### config.mk
export PLATFORM = sky130hd
export DESIGN_NAME = ascon_input_loader_flat
export DESIGN_NICKNAME = d
export VERILOG_FILES = /design/src/rtl/ascon_input_loader_if.sv /design/src/rtl/ascon_input_loader.sv /design/src/flat_wrapper.sv
export SDC_FILE = /design/constraint.sdc
export NUM_CORES = 1
export LEC_CHECK = 0
export BUFFER_PORTS_ARGS = -buffer_cell sky130_fd_sc_hd__buf_2
export CAP_MARGIN = 20
export CORE_ASPECT_RATIO = 0.7
export CORE_MARGIN = 4
export CORE_UTILIZATION = 52
export CTS_BUF_LIST = sky130_fd_sc_hd__clkbuf_16
export DETAILED_ROUTE_END_ITERATION = 16
export PLACE_DENSITY = 0.8
export SYNTH_ARGS = -nofsm -noshare
export SYNTH_HDL_FRONTEND = slang
export SYNTH_SLANG_ARGS = --single-unit
### constraint.sdc
create_clock -name clock -period 2.13 [get_ports clock]
set_clock_uncertainty 0.2 [all_clocks]
set_input_delay 0.426 -clock clock [delete_from_list [all_inputs] [get_ports clock]]
set_output_delay 0.426 -clock clock [all_outputs]
set_load 0.01 [all_outputs]
### src/rtl/ascon_input_loader_if.sv
// Bus bundle between the host word stream, the input loader and the ASCON core.
// Signal names are given from the loader's point of view.
interface ascon_input_loader_if;
   logic         i_s_valid;
   logic [31:0]  i_s_data;
   logic         o_s_ready;
   logic [127:0] o_key;
   logic [127:0] o_nonce;
   logic         o_start;
   logic [63:0]  o_data;
   logic         o_data_valid;
   logic         i_data_taken;
   logic         i_done;

   // Host/core side: drives words and core feedback, observes loader outputs.
   modport master (
      output i_s_valid, i_s_data, i_data_taken, i_done,
      input  o_s_ready, o_key, o_nonce, o_start, o_data, o_data_valid
   );

   // Loader side.
   modport slave (
      input  i_s_valid, i_s_data, i_data_taken, i_done,
      output o_s_ready, o_key, o_nonce, o_start, o_data, o_data_valid
   );
endinterface

### src/rtl/ascon_input_loader.sv
// ASCON-128 input loader: captures key and nonce from a 32-bit host stream,
// pulses the core start, then feeds one associated-data block followed by
// NB_PT_BLOCKS plaintext blocks, each held until the core reports it taken.
module ascon_input_loader #(
   parameter int NB_PT_BLOCKS = 4
) (
   input  logic clock,
   input  logic reset_n,
   input  logic i_sys_enable,
   input  logic i_start,
   output logic o_busy,
   ascon_input_loader_if.slave bus
);

   localparam logic [3:0] S_IDLE       = 4'd0;
   localparam logic [3:0] S_LOAD_KEY   = 4'd1;
   localparam logic [3:0] S_LOAD_NONCE = 4'd2;
   localparam logic [3:0] S_START      = 4'd3;
   localparam logic [3:0] S_FILL_HI    = 4'd4;
   localparam logic [3:0] S_FILL_LO    = 4'd5;
   localparam logic [3:0] S_PRESENT    = 4'd6;
   localparam logic [3:0] S_WAIT_DONE  = 4'd7;

   // One associated-data block plus the plaintext blocks; 4 bits so that
   // NB_PT_BLOCKS = 7 (total 8) does not wrap.
   localparam logic [3:0] BLOCKS_TOTAL = 4'(1 + NB_PT_BLOCKS);

   logic [3:0]   state_q,  state_d;
   logic [1:0]   wcnt_q,   wcnt_d;
   logic [2:0]   bcnt_q,   bcnt_d;
   logic [127:0] key_q,    key_d;
   logic [127:0] nonce_q,  nonce_d;
   logic [63:0]  data_q,   data_d;
   logic         dvalid_q, dvalid_d;

   logic         ready;
   logic         xfer;
   logic [3:0]   bcnt_inc;

   // Place host word n of a 128-bit field; word 0 is the most significant.
   function automatic logic [127:0] put_word(input logic [127:0] v,
                                             input logic [1:0]   n,
                                             input logic [31:0]  w);
      logic [127:0] r;
      r = v;
      case (n)
         2'd0:    r[127:96] = w;
         2'd1:    r[95:64]  = w;
         2'd2:    r[63:32]  = w;
         default: r[31:0]   = w;
      endcase
      return r;
   endfunction

   assign ready    = (state_q == S_LOAD_KEY) || (state_q == S_LOAD_NONCE) ||
                     (state_q == S_FILL_HI)  || (state_q == S_FILL_LO);
   assign xfer     = bus.i_s_valid && ready;
   assign bcnt_inc = {1'b0, bcnt_q} + 4'd1;

   assign bus.o_s_ready    = ready;
   assign bus.o_key        = key_q;
   assign bus.o_nonce      = nonce_q;
   assign bus.o_start      = (state_q == S_START);
   assign bus.o_data       = data_q;
   assign bus.o_data_valid = dvalid_q;
   assign o_busy           = (state_q != S_IDLE);

   // Next-state logic: sequencing, word/block counters and field capture.
   always_comb begin
      state_d  = state_q;
      wcnt_d   = wcnt_q;
      bcnt_d   = bcnt_q;
      key_d    = key_q;
      nonce_d  = nonce_q;
      data_d   = data_q;
      dvalid_d = dvalid_q;

      if (!i_sys_enable) begin
         state_d  = S_IDLE;
         wcnt_d   = 2'd0;
         bcnt_d   = 3'd0;
         key_d    = '0;
         nonce_d  = '0;
         data_d   = '0;
         dvalid_d = 1'b0;
      end else begin
         case (state_q)
            S_IDLE: begin
               if (i_start) begin
                  state_d = S_LOAD_KEY;
                  wcnt_d  = 2'd0;
               end
            end
            S_LOAD_KEY: begin
               if (xfer) begin
                  key_d  = put_word(key_q, wcnt_q, bus.i_s_data);
                  wcnt_d = wcnt_q + 2'd1;
                  if (wcnt_q == 2'd3) begin
                     state_d = S_LOAD_NONCE;
                     wcnt_d  = 2'd0;
                  end
               end
            end
            S_LOAD_NONCE: begin
               if (xfer) begin
                  nonce_d = put_word(nonce_q, wcnt_q, bus.i_s_data);
                  wcnt_d  = wcnt_q + 2'd1;
                  if (wcnt_q == 2'd3) begin
                     state_d = S_START;
                  end
               end
            end
            S_START: begin
               bcnt_d  = 3'd0;
               state_d = S_FILL_HI;
            end
            S_FILL_HI: begin
               if (xfer) begin
                  data_d[63:32] = bus.i_s_data;
                  state_d       = S_FILL_LO;
               end
            end
            S_FILL_LO: begin
               if (xfer) begin
                  data_d[31:0] = bus.i_s_data;
                  dvalid_d     = 1'b1;
                  state_d      = S_PRESENT;
               end
            end
            S_PRESENT: begin
               if (bus.i_data_taken) begin
                  dvalid_d = 1'b0;
                  bcnt_d   = bcnt_inc[2:0];
                  state_d  = (bcnt_inc < BLOCKS_TOTAL) ? S_FILL_HI : S_WAIT_DONE;
               end
            end
            S_WAIT_DONE: begin
               if (bus.i_done) begin
                  state_d = S_IDLE;
               end
            end
            default: begin
               state_d = S_IDLE;
            end
         endcase
      end
   end

   // State and datapath registers; every output register clears on reset.
   always_ff @(posedge clock or negedge reset_n) begin
      if (!reset_n) begin
         state_q  <= S_IDLE;
         wcnt_q   <= 2'd0;
         bcnt_q   <= 3'd0;
         key_q    <= '0;
         nonce_q  <= '0;
         data_q   <= '0;
         dvalid_q <= 1'b0;
      end else begin
         state_q  <= state_d;
         wcnt_q   <= wcnt_d;
         bcnt_q   <= bcnt_d;
         key_q    <= key_d;
         nonce_q  <= nonce_d;
         data_q   <= data_d;
         dvalid_q <= dvalid_d;
      end
   end

endmodule

### src/flat_wrapper.sv
// flat-port wrapper written by rule: the top's interface ports become plain ports
module ascon_input_loader_flat 
#(
   parameter int NB_PT_BLOCKS = 4
)
  (clock, reset_n, i_sys_enable, i_start, o_busy, bus_i_s_valid, bus_i_s_data, bus_i_data_taken, bus_i_done, bus_o_s_ready, bus_o_key, bus_o_nonce, bus_o_start, bus_o_data, bus_o_data_valid);
  ascon_input_loader_if bus_i ();
  input  logic clock;
  input  logic reset_n;
  input  logic i_sys_enable;
  input  logic i_start;
  output logic o_busy;
  input wire logic [$bits(bus_i.i_s_valid)-1:0] bus_i_s_valid;
  input wire logic [$bits(bus_i.i_s_data)-1:0] bus_i_s_data;
  input wire logic [$bits(bus_i.i_data_taken)-1:0] bus_i_data_taken;
  input wire logic [$bits(bus_i.i_done)-1:0] bus_i_done;
  output wire logic [$bits(bus_i.o_s_ready)-1:0] bus_o_s_ready;
  output wire logic [$bits(bus_i.o_key)-1:0] bus_o_key;
  output wire logic [$bits(bus_i.o_nonce)-1:0] bus_o_nonce;
  output wire logic [$bits(bus_i.o_start)-1:0] bus_o_start;
  output wire logic [$bits(bus_i.o_data)-1:0] bus_o_data;
  output wire logic [$bits(bus_i.o_data_valid)-1:0] bus_o_data_valid;
  assign bus_i.i_s_valid = bus_i_s_valid;
  assign bus_i.i_s_data = bus_i_s_data;
  assign bus_i.i_data_taken = bus_i_data_taken;
  assign bus_i.i_done = bus_i_done;
  assign bus_o_s_ready = bus_i.o_s_ready;
  assign bus_o_key = bus_i.o_key;
  assign bus_o_nonce = bus_i.o_nonce;
  assign bus_o_start = bus_i.o_start;
  assign bus_o_data = bus_i.o_data;
  assign bus_o_data_valid = bus_i.o_data_valid;
  ascon_input_loader #(.NB_PT_BLOCKS(NB_PT_BLOCKS)) u_core (.clock(clock), .reset_n(reset_n), .i_sys_enable(i_sys_enable), .i_start(i_start), .o_busy(o_busy), .bus(bus_i));
endmodule
==> results.md <==
* Outcome: finished with violations
* Failing checks: setup timing
* Vias in the first global route at 10400
* Initial antenna violation count at 1
* CP peak stage delay at 0.41 ns
* Register area at 0.00823 mm2
* Chip height at 140 um
* Achievable Freq at 456 MHz
* DRC Markers at 0
* RSZ-0062 raised after global routing: yes
* CP max-delay cell: dfrtp_1
* Clk slew on worst S/H paths at 0.07 ns
* CTS buffer count at 31
* P&R area growth vs syn at 29.7%
* Lkg Pwr at 0.00867 uW
* Pre-Repair DR Iteration Count at 6
* # rows at 48
* CTS root buffer: clkbuf_16
* Arr. time, crit path at 1.57 ns
* Final WL at 40200 um
* Period utilisation layout at 103%
* Final core utilization at 68.4%
* Max Cap Viol at 0
* Nets at 1519
* Worst Tran Pin Value at 0.782 ns
* First-pass GRT wire length at 62000 um
* Filler cells at 1757
* Commonest non-fill, non-tap cell in the layout: buf_2
* Global route overflow at 0
* Post-DR wirelength/cell at 22.0 um
* IO buf count at 362
* Register bit total from synthesis at 329
* Clk_lat worst skew at 0.56 ns
* CTS max path bufs at 3
* Syn_nets at 1101
* Proportion of layout cells with a drive suffix above 1 at 43.5%
* Synth async-reset ratio at 100%
* Die area at 0.0276 mm2
* P per Cell Area at 905 mW/mm2
* Area taken by multi-input logic gates at 0.00449 mm2
* DR iter-0 viols at 698
* Critical Path RT at 1.50 ns
* Post-Synthesis Cells at 1056
* Synth cell types at 39
* Antenna-violating nets left at 0
* Ys Warns at 0
* Worst slack, placed at 0.0796 ns
* Most frequent cells in the layout: buf_2 (359), dfrtp_1 (328), nand2_1 (236), mux2_2 (177), o21ai_0 (69)
* Die Wd at 197 um
* Hold crit path type: primary input to flop
* Clock Sinks at 329
* CP Capture Type: output pin
* Starting Density at 52.8%
* Main flop type after synthesis: dfrtp_1
* I/O pin count at 363
* CTS tree: yes
* Cell Area, Placed at 0.0155 mm2
* Detail Placement HPWL at 28400 um
* Setup_tns at -0.0991 ns
* Peak supply drop at 820 uV
* Buf+Inv Stages, Crit Path at 2
* Delay-heaviest family, CP: flip-flops
* Post-synth EDFFs at 0
* Core footprint at 0.0246 mm2
* Routability-driven placement congestion ratio at 0.835
* Vias at 10100
* H-Tree Depth at 1
* Pin count of the biggest net entering global routing at 70
* Final Hold Viols at 0
* Tmin final at 2.19 ns
* Critical path launch point type: flop
* Final worst slack at -0.0638 ns
* Critical Path Fanout Max at 7
* Final setup viols at 2
* Synth Cell Area at 0.0130 mm2
* Max-slew headroom at 47.9%
* Final instance area at 0.0168 mm2
* Crit path cell chain: buf_8 -> nor2_4 -> nand2_2 -> and2_4 -> buf_6
* Overall Global Routing Usage at 28.7%
* Avg Cell Area, Syn at 12.3 um2
* Via density at 5.55
* Final Max Slew Viols at 0
* Register area share after synthesis at 63.4%
* Critical setup path kind: flop to output pin
-- report_power, final --
part           switching (uW)  internal, uW  total [uW]
sequential                340          6820        7160
combinational            1710          1360        3070
clock                    2280          2740        5020
total                    4330         10900       15300
-- registers in the layout, indices dropped and copies added (netlist names) --
name	flops
u_core.bus.o_nonce	128
u_core.bcnt_q	3
u_core.bus.o_data	64
u_core.bus.o_data_valid	1
u_core.bus.o_key	128
u_core.state_q	3
u_core.wcnt_q	2
-- area by class of cell --
cell class                 instances  area share [%]
timing repair buffer             450            16.5
clock inverter                    24           0.773
inverter                           7           0.156
multi-input combinational        655            26.6
clock buffer                      31            4.61
antenna                            4          0.0594
sequential                       329            48.9
tap                              325            2.41
-- through the flow --
stage                     std cells  power [uW]  hold WS (ns)
after floorplan                1056        8700       -0.0696
after global placement         1728       10000         0.232
after detailed placement       1728       10100         0.231
after CTS                      1821       15300       0.00117
after global routing           1822       15900        0.0670
final                          1825       15300        0.0297
-- layer usage --
metal  up-vias  GRT usage (%)  share of wire [%]
met1      4994           39.4                 40
met4         0           7.48                3.2
li1       4423              -                  -
met3       124           8.42                 11
met2       595           45.3                 46
met5         -              0                  0
-- Yosys cell counts (4+ instances only) --
cell type	number	share of area, %
mux2_1	16	1.4
buf_4	10	0.58
a21oi_1	67	2.6
buf_2	30	1.2
inv_1	7	0.20
mux2_2	177	15
o21ai_2	6	0.40
ha_1	6	0.58
dfrtp_1	329	63
nor2_1	10	0.29
o21ai_0	70	2.7
nand2_1	237	6.8
mux2i_1	4	0.31
clkbuf_1	21	0.61
and2_1	33	1.6
-- path summary, 6_finish.rpt --
kind / from / end / slack [ns] / depth (start not counted)
worst max-delay path: u_core.state_q[1]$_DFFE_PN0P_ / bus_o_s_ready / -0.06 / 5
worst min-delay path: bus_i_done / u_core.state_q[2]$_DFFE_PN0P_ / 0.03 / 4
worst max register to register: u_core.state_q[0]$_DFFE_PN0P_ / u_core.bus.o_key[102]$_DFFE_PN0P_ / 0.11 / 5
worst min register to register: u_core.bus.o_key[16]$_DFFE_PN0P_ / u_core.bus.o_key[16]$_DFFE_PN0P_ / 0.28 / 2
max in group asynchronous: reset_n / u_core.bus.o_data[28]$_DFFE_PN0P_ / 0.79 / 3
min in group asynchronous: reset_n / u_core.bus.o_nonce[89]$_DFFE_PN0P_ / 0.21 / 2
-- what timing repair did --
action | 4_1_cts | 5_1_grt
buffers inserted | 4 | 0
pin swaps | 1 | 1
hold buffers | 34 | 0
hold endpoints to repair | 128 | 0
gates resized for setup | 10 | 1
gates cloned | 0 | 0
endpoints found under the setup margin | 3 | 35
-- cells by family after synthesis --
family | share of synthesized area [%]
AOI/OAI and AO/OA | 6.69
xor gates and xnor gates | 0.0674
adders and majority gates | 0.578
buffers and inverters | 2.72
DFF | 63.4
muxes | 17.0
and+or+nand+nor | 9.53
-- worst reg2reg max path: stages (launching register included) --
cell and delay (ns):
dfrtp_2 0.42, buf_4 0.17, nand3b_2 0.21, o21ai_4 0.31, buf_12 0.22, mux2_2 0.37
No activity file was read; power rests on OpenSTA's default activity.
